[src/rtl/ui_uart_tx_word_fifo.sv]
// rtl/ui_uart_tx_word_fifo.sv - word FIFO that feeds bytes LSB-first to the UART transmit controller
//
// Buffers WORD_BYTES-wide words in a DEPTH-entry FIFO. A holding register takes the
// FIFO head and presents it one byte at a time on tx_data / tx_data_val, advancing
// on each tx_done pulse from the transmit controller.
//
// Ports:
//   clk, rst       clock; synchronous active-high reset
//   wr_en, wr_data word write request and data
//   full, empty    registered FIFO flags (holding register excluded)
//   fifo_count     registered word count in the FIFO
//   overflow       sticky dropped-write flag; clr_overflow clears it
//   flush          empties the FIFO; the holding register is left alone
//   tx_data_val    a byte is being presented
//   tx_data        current byte, stable until load or accepted tx_done
//   tx_done        one-clk pulse: current byte has been shifted out
//   busy           tx_data_val or FIFO not empty
module ui_uart_tx_word_fifo #(
  parameter int WORD_BYTES = 4,
  parameter int DEPTH      = 8,
  localparam int ADDR_W    = $clog2(DEPTH),
  localparam int WORD_W    = 8 * WORD_BYTES
) (
  input  logic              clk,
  input  logic              rst,
  input  logic              wr_en,
  input  logic [WORD_W-1:0] wr_data,
  output logic              full,
  output logic              empty,
  output logic [ADDR_W:0]   fifo_count,
  output logic              overflow,
  input  logic              clr_overflow,
  input  logic              flush,
  output logic              tx_data_val,
  output logic [7:0]        tx_data,
  input  logic              tx_done,
  output logic              busy
);

  localparam int IDX_W = (WORD_BYTES > 1) ? $clog2(WORD_BYTES) : 1;
  localparam logic [IDX_W-1:0] LAST_IDX = IDX_W'(WORD_BYTES - 1);

  logic [WORD_W-1:0] mem [DEPTH];
  logic [ADDR_W-1:0] wr_ptr;
  logic [ADDR_W-1:0] rd_ptr;
  logic [ADDR_W:0]   count_next;

  logic [WORD_W-1:0] hold_word;
  logic [IDX_W-1:0]  byte_idx;
  logic              hold_valid;

  logic              wr_ok;
  logic              drop;
  logic              last_done;
  logic              load;
  logic [WORD_W-1:0] head;
  logic [IDX_W-1:0]  next_idx;
  logic [WORD_W-1:0] shifted;

  // A write during flush is discarded silently; only a write against a full FIFO
  // counts as an overflow, even if a pop happens in the same cycle.
  assign wr_ok     = wr_en && !full && !flush;
  assign drop      = wr_en && full && !flush;
  assign last_done = hold_valid && tx_done && (byte_idx == LAST_IDX);
  // Load when the holding register is idle or finishing its last byte; flush wins.
  assign load      = !flush && !empty && (!hold_valid || last_done);
  assign head      = mem[rd_ptr];
  assign next_idx  = byte_idx + IDX_W'(1);
  assign shifted   = hold_word >> {next_idx, 3'b000};

  assign tx_data_val = hold_valid;
  assign busy        = hold_valid || !empty;

  always_comb begin
    count_next = fifo_count;
    if (flush) begin
      count_next = '0;
    end else if (wr_ok && !load) begin
      count_next = fifo_count + (ADDR_W+1)'(1);
    end else if (!wr_ok && load) begin
      count_next = fifo_count - (ADDR_W+1)'(1);
    end
  end

  always_ff @(posedge clk) begin
    if (wr_ok) begin
      mem[wr_ptr] <= wr_data;
    end
  end

  always_ff @(posedge clk) begin
    if (rst) begin
      wr_ptr     <= '0;
      rd_ptr     <= '0;
      fifo_count <= '0;
      full       <= 1'b0;
      empty      <= 1'b1;
      overflow   <= 1'b0;
      hold_word  <= '0;
      byte_idx   <= '0;
      hold_valid <= 1'b0;
      tx_data    <= 8'h00;
    end else begin
      if (flush) begin
        wr_ptr <= '0;
        rd_ptr <= '0;
      end else begin
        if (wr_ok) wr_ptr <= wr_ptr + ADDR_W'(1);
        if (load)  rd_ptr <= rd_ptr + ADDR_W'(1);
      end

      fifo_count <= count_next;
      full       <= (count_next == (ADDR_W+1)'(DEPTH));
      empty      <= (count_next == '0);

      // Set beats clear when both happen in one cycle.
      if (drop) begin
        overflow <= 1'b1;
      end else if (clr_overflow) begin
        overflow <= 1'b0;
      end

      if (load) begin
        hold_word  <= head;
        byte_idx   <= '0;
        hold_valid <= 1'b1;
        tx_data    <= head[7:0];
      end else if (hold_valid && tx_done) begin
        if (byte_idx != LAST_IDX) begin
          byte_idx <= next_idx;
          tx_data  <= shifted[7:0];
        end else begin
          hold_valid <= 1'b0;
        end
      end
    end
  end

endmodule

[config.mk]
export PLATFORM = sky130hd
export DESIGN_NAME = ui_uart_tx_word_fifo
export DESIGN_NICKNAME = d
export VERILOG_FILES = /design/src/rtl/ui_uart_tx_word_fifo.sv
export SDC_FILE = /design/constraint.sdc
export NUM_CORES = 1
export LEC_CHECK = 0
export CAP_MARGIN = 30
export CORE_MARGIN = 3
export CORE_UTILIZATION = 55
export CTS_CLUSTER_DIAMETER = 50
export DETAILED_ROUTE_END_ITERATION = 7
export PLACE_DENSITY = 0.76
export SKIP_CTS_REPAIR_TIMING = 1
export SLEW_MARGIN = 15
export SYNTH_ARGS = -nofsm -noshare
export SYNTH_HDL_FRONTEND = slang
export SYNTH_SLANG_ARGS = --single-unit
export TNS_END_PERCENT = 20
[constraint.sdc]
create_clock -name clk -period 5.3 [get_ports clk]
set_input_delay 0.795 -clock clk [delete_from_list [all_inputs] [get_ports clk]]
set_output_delay 0.795 -clock clk [all_outputs]
set_load 0.1 [all_outputs]
==> impl_metrics.toml <==
[critical_path]
regToRegEndpoint = "tx_data[4]"
slowest_stage = "clkdlybuf4s50_1"
crit_path_max_fanout = 9
rr_startpoint = "byte_idx[0]"
worstRegToRegCells = 5
cpPeakStageDelay_ns = 1.21
crit_buf_inv = 1
worst-path-stages = 1
crit_required_ns = 4.51
timing.reg2reg.setup_slack_ns = 2.77
cp-endpoint = "empty"
criticalPathCategory = "reg -> out"
start_kind = "flip-flop"
startpoint = "empty"
cp.arrival_ns = 2.29
path_cells = "clkdlybuf4s50_1"
cpLargestDelayFamily = "buffers and inverters"
endpoint_kind = "primary output"

[sta]
relSlewSlack_pct = 33.1
hold_viol = 0
rsz0062_at_grt = "false"
setup_ws_ns = 2.22
slew_viol_final = 0
setup-tns-final_ns = 0
fin_crit_sh_pct = 58.2
clock_skew_ns = 0.0106
setup_violations = 0
worstMarginPinSlew_ns = 1.00
fmax_mhz = 324
final.min_clock_period_ns = 3.08

[die]
die_y_um = 155
start_util_pct = 57.0
num_io_pins = 55
dieArea_mm2 = 0.0240
die_w_um = 155
rows = 53
core_area_mm2 = 0.0214

[clocking]
path_clk_slew_ns = 0.06
cts_tree = "done"
clk_latency_ns = 0.54
h-tree-depth = 1
clockBufferDepth = 3
cts-root-buf = "clkbuf_16"
cts_sinks = 315
numCtsBuffers = 31

[worst_hold_path]
whs_path_depth = 2
holdCritPathClass = "reg -> reg"

[synth]
ys.flop_type = "edfxtp_1"
yosys.area.top_type = "edfxtp_1"
synth.area.top_cells = "edfxtp_1 63%, mux4_2 13%, dfxtp_1 9.7%, mux2i_1 2.1%, a211oi_1 2.0%"
synth-edff-count = 256
synth_most_common_cell = "edfxtp_1"
yosysUniqueCellTypes = 44
syn_area_mm2 = 0.0122
synth_fp_nets = 689
async_flop_share_pct = 0
synth_top_area_share_pct = 63.1
syn_inst = 646
yosysSeqAreaShare_pct = 72.8
synth.top_cells.by_count = "256 x edfxtp_1, 72 x mux4_2, 59 x dfxtp_1"
synth_warnings = 0
ys_ff_latch = 315
avgSynthCellArea_um2 = 18.8

[pwr]
combPwrFrac_pct = 7.6
internal-power_mw = 4.01
peakVddDrop_mv = 0.265
finalPower_mw = 5.16
power_frac_seq_pct = 53.6
p_sw_mw = 1.15
clockPowerShare_pct = 38.8
leakage_nw = 4.33
power_density_mw_per_mm2 = 367
swShare_pct = 22.2

[finish]
syn_to_final_growth_pct = 15.5
finalNonFillerCells = 1008
n_fill_cell = 1404
drive_gt1_share_pct = 20.7
diodes = 0
fin_nets = 752

[placement]
io_buffers = 54
gp_congestion = 0.833
dp.cells = 951
dp_hpwl_um = 14100
dp_slack_ns = 2.06

[drt]
drtPass1Iterations = 5
via_per_inst = 6.08
wl_per_cell_um = 22.6
vias = 6129
routed_wl_um = 22800
drt_iter0_drc = 491
drc = 0
detail-route-antenna-nets = 0

[global_route]
groute.usage.overall_pct = 19.4
grt_pass1_wl_um = 36400
grt_start_max_net_pins = 85
antenna_found_initial = 0
grt-ovfl-total = 0
grt_pass1_vias = 6500

[job]
max_cap_violations = 0

[outcome]
status = "finished clean"
-- how the worst min path moves through the flow --
stage | from | endpoint | slack [ns]
2_1_floorplan | rd_ptr[1] | flip-flop | 0.47
3_3_place_gp | overflow | overflow | 0.46
3_5_place_dp | overflow | overflow | 0.47
4_1_cts | overflow | overflow | 0.48
5_1_grt | overflow | overflow | 0.50
6_report | overflow | overflow | 0.48
-- final cells by class --
type / count / area [um^2] / share of cell area (%)
flip-flops and latches: 315 / 8870 / 63.1
multi-input cells: 286 / 3120 / 22.2
clock buffers: 44 / 865 / 6.15
repair buffers: 68 / 766 / 5.44
well taps: 275 / 344 / 2.45
clock inverters: 13 / 71.3 / 0.507
inverters: 7 / 26.3 / 0.187
-- per-stage QoR --
stage                     util (%)  hold WS, ns  instance area, um^2
final                         65.9        0.476                14100
after floorplan                  -        0.472                12200
after detailed placement      61.5        0.474                13100
after CTS                     65.9        0.481                14100
after global routing          65.9        0.496                14100
after global placement        60.6        0.459                12900
-- power groups by stage --
| stage | combinational [mW] | sequential, mW | clock [mW] |
|---|---|---|---|
| floorplan | 0.215 | 2.87 | 0 |
| global placement | 0.372 | 2.82 | 0 |
| detailed placement | 0.396 | 2.82 | 0 |
| CTS | 0.399 | 2.76 | 2.03 |
| global route | 0.424 | 2.77 | 2.13 |
| finish | 0.394 | 2.76 | 2.00 |
-- routing by layer --
layer	GRT usage, %	up-vias	share of wire [%]
met2	33.3	168	51
li1	-	2741	-
met4	5.13	0	2.0
met3	3.33	33	5.6
met5	0	-	0
met1	26.2	3187	41
-- kinds of logic (layout without fill, tap and decap cells) --
group | Yosys count | in the layout | synth area share, %
AOI/OAI and AO/OA | 71 | 71 | 4.59
xor gates and xnor gates | 4 | 4 | 0.288
adders and majority gates | 5 | 5 | 0.514
buffers and inverters | 45 | 132 | 2.06
DFF | 315 | 315 | 72.8
muxes | 98 | 98 | 15.5
and+or+nand+nor | 108 | 108 | 4.25
-- layout by cell type, fill, tap and decap left out, drive strengths merged, types with 2 or more instances in the layout --
| master | synthesis | layout |
|---|---|---|
| clkbuf | 15 | 44 |
| xor2 | 3 | 3 |
| clkinv | 0 | 10 |
| nor2 | 51 | 51 |
| nand3 | 3 | 3 |
| a311oi | 16 | 16 |
| nor3 | 9 | 9 |
| a21boi | 2 | 2 |
| inv | 7 | 9 |
| nand2b | 13 | 13 |
| nand2 | 15 | 15 |
| ha | 5 | 5 |
| edfxtp | 256 | 256 |
| mux4 | 72 | 72 |
| a21oi | 8 | 8 |
| nand3b | 3 | 3 |
| dfxtp | 59 | 59 |
| clkdlybuf4s50 | 0 | 53 |
| o21ai | 3 | 3 |
| mux2i | 26 | 26 |
| buf | 23 | 15 |
| a211oi | 32 | 32 |
| a221oi | 2 | 2 |
| nor2b | 8 | 8 |
-- state kept, by name (all words and copies together) (netlist names), named ones only --
name,flops
overflow,1
hold_word,32
empty,1
wr_ptr,3
fifo_count,4
byte_idx,2
mem,256
tx_data_val,1
full,1
rd_ptr,3
tx_data,8
Note: power is estimated with default switching activity, not from simulation.
==> edit (config.mk and constraints unchanged) <==
Make the reset (`rst`) asynchronous in one clocked block. Comments in the files are not updated.
--- a/src/rtl/ui_uart_tx_word_fifo.sv
+++ b/src/rtl/ui_uart_tx_word_fifo.sv
@@ -90,3 +90,3 @@
 
-  always_ff @(posedge clk) begin
+  always_ff @(posedge clk or posedge rst) begin
     if (rst) begin
Behaviour: differs if rst is asserted again (counterexample within 4 cycles, from zero or initial values and one cycle with rst high); with rst held inactive, the same outputs for 4 cycles.
==> edit against the unedited design <==
- worst setup slack improved by 0.077 ns
- final area is 2.1% higher
- wire length is 3.0% higher
- worst hold slack lost 0.0011 ns
- area after synthesis increased by 0.50%
- sequential cell count decreased by 3
- die area is 0.49% higher
- first-iteration DRC count down 14%
- non-clock buffer count did not move
Power is not compared: it rests on default switching activity, and its combinational part moved more than twofold at a synthesized area within 25%.
==> edit: results (changes against the unedited design) <==
| Metric | Value |
|---|---|
| Status | `completed (unchanged)` |
| Ys async rst share | `0.179 (was 0)` |
| Total Routing Usage GR | `0.203 (was 0.194)` |
| Multi-input gates | `302 (was 286)` |
| GR Util met1 | `0.289 (was 0.262)` |
| Data buffer area share | `0.0542 (was 0.0544)` |
| First-pass GRT wire length | `37.3 mm (was 36.4 mm)` |
| Post-synthesis mux area share | `0.160 (was 0.155)` |
| Largest stage delay, worst path | `1.14 ns (was 1.21 ns)` |
| Xor/xnor cell area share of the yosys netlist | `0.00501 (was 0.00288)` |
| Hold path endpoint | `hold_word[7] (was overflow)` |
| R2R cell count | `6 (was 5)` |
| Multi-input logic area | `0.00304 sq mm (was 0.00312 sq mm)` |
| Sequential fraction of the synthesis area | `0.743 (was 0.728)` |
| R2R Setup Slk | `2.40 ns (was 2.77 ns)` |
| Fin cells | `1019 (was 1008)` |
| Vias in the first global route | `6445 (was 6500)` |
| Post-Route Skew | `0.0179 ns (was 0.0106 ns)` |
| Mapped Cells | `653 (was 646)` |
| Routed met2 length | `11.8 mm (was 11.7 mm)` |
| Fraction of layout cells with a size suffix above 1 | `0.214 (was 0.207)` |
| Placer Congestion | `0.791 (was 0.833)` |
| Cell variety after synth | `37 (was 44)` |
| Routed wl met3 | `1.26 mm (was 1.28 mm)` |
| DPL Wire Length | `13.9 mm (was 14.1 mm)` |
| Min-delay src | `hold_word[7] (was overflow)` |
| Starting DRT DRC Count | `424 (was 491)` |
| Clkbuf count | `43 (was 44)` |
| Crit path arrival time | `2.21 ns (was 2.29 ns)` |
| Actual slew at the worst max-slew pin | `0.984 ns (was 1.00 ns)` |
| Worst r2r dst | `tx_data[2] (was tx_data[4])` |
| CTS max path bufs | `3 (unchanged)` |
| CTS H-tree depth | `2 (was 1)` |
| Hold Path Cell Cnt | `1 (was 2)` |
| Clock network area share | `0.0752 (was 0.0665)` |
| Worst-Skew Late Latency | `0.51 ns (was 0.54 ns)` |
| Num CTS Buffers | `34 (was 31)` |
| Final nets | `765 (was 752)` |
| CP Launch Point | `empty (unchanged)` |
| Routed len/inst | `23.0 um (was 22.6 um)` |
| GR Layer Usage met2 | `0.329 (was 0.333)` |
| Clock sink total | `312 (was 315)` |
| Synth top area cells | `edfxtp_1 63%, dfrtp_1 11%, mux4_2 10% (was edfxtp_1 63%, mux4_2 13%, dfxtp_1 9.7%)` |
| Dpl cells | `960 (was 951)` |
| Setup WS pre-CTS | `2.00 ns (was 2.06 ns)` |
| Fill cells | `1369 (was 1404)` |
| M3 GR Usage | `0.0312 (was 0.0333)` |
| Worst hold-check slack | `0.475 ns (was 0.476 ns)` |
| Worst-path maximum fanout | `5 (was 9)` |
| Adder-cell area share of the yosys netlist | `0.00511 (was 0.00514)` |
| Maximum vdd drop | `0.000240 V` |
| Sequential cell area | `0.00910 sq mm (was 0.00887 sq mm)` |
| Final Util | `0.670 (was 0.659)` |
-- edit: cell types whose count changed in the layout (fill, tap and decap cells not counted), sizes merged, moves of 18 or more --
cell | unedited run | this run
dfxtp | 59 | 0
mux2 | 0 | 18
o21ai | 3 | 37
mux2i | 26 | 49
nand2 | 15 | 37
nor2 | 51 | 16
dfrtp | 0 | 55
a211oi | 32 | 0
-- edit: how the worst max path moves through the flow --
stage / endpoint / slack (ns) / cells after the start
2_1_floorplan: mem[0][0] / 1.18 / 3
3_3_place_gp: mem[2][16] / 1.85 / 3
3_5_place_dp: rd_ptr[2] / 2.00 / 6
4_1_cts: empty / 2.27 / 1
5_1_grt: tx_data[2] / 2.13 / 6
6_report: empty / 2.29 / 1
-- edit: power groups by stage --
stage | clock [mW] | combinational, mW | sequential [mW]
after global routing | 2.38 | 1.38 | 3.10
after floorplan | 0 | 0.770 | 3.28
after global placement | 0 | 1.25 | 3.11
after CTS | 2.27 | 1.29 | 3.08
final | 2.24 | 1.28 | 3.08
after detailed placement | 0 | 1.28 | 3.12
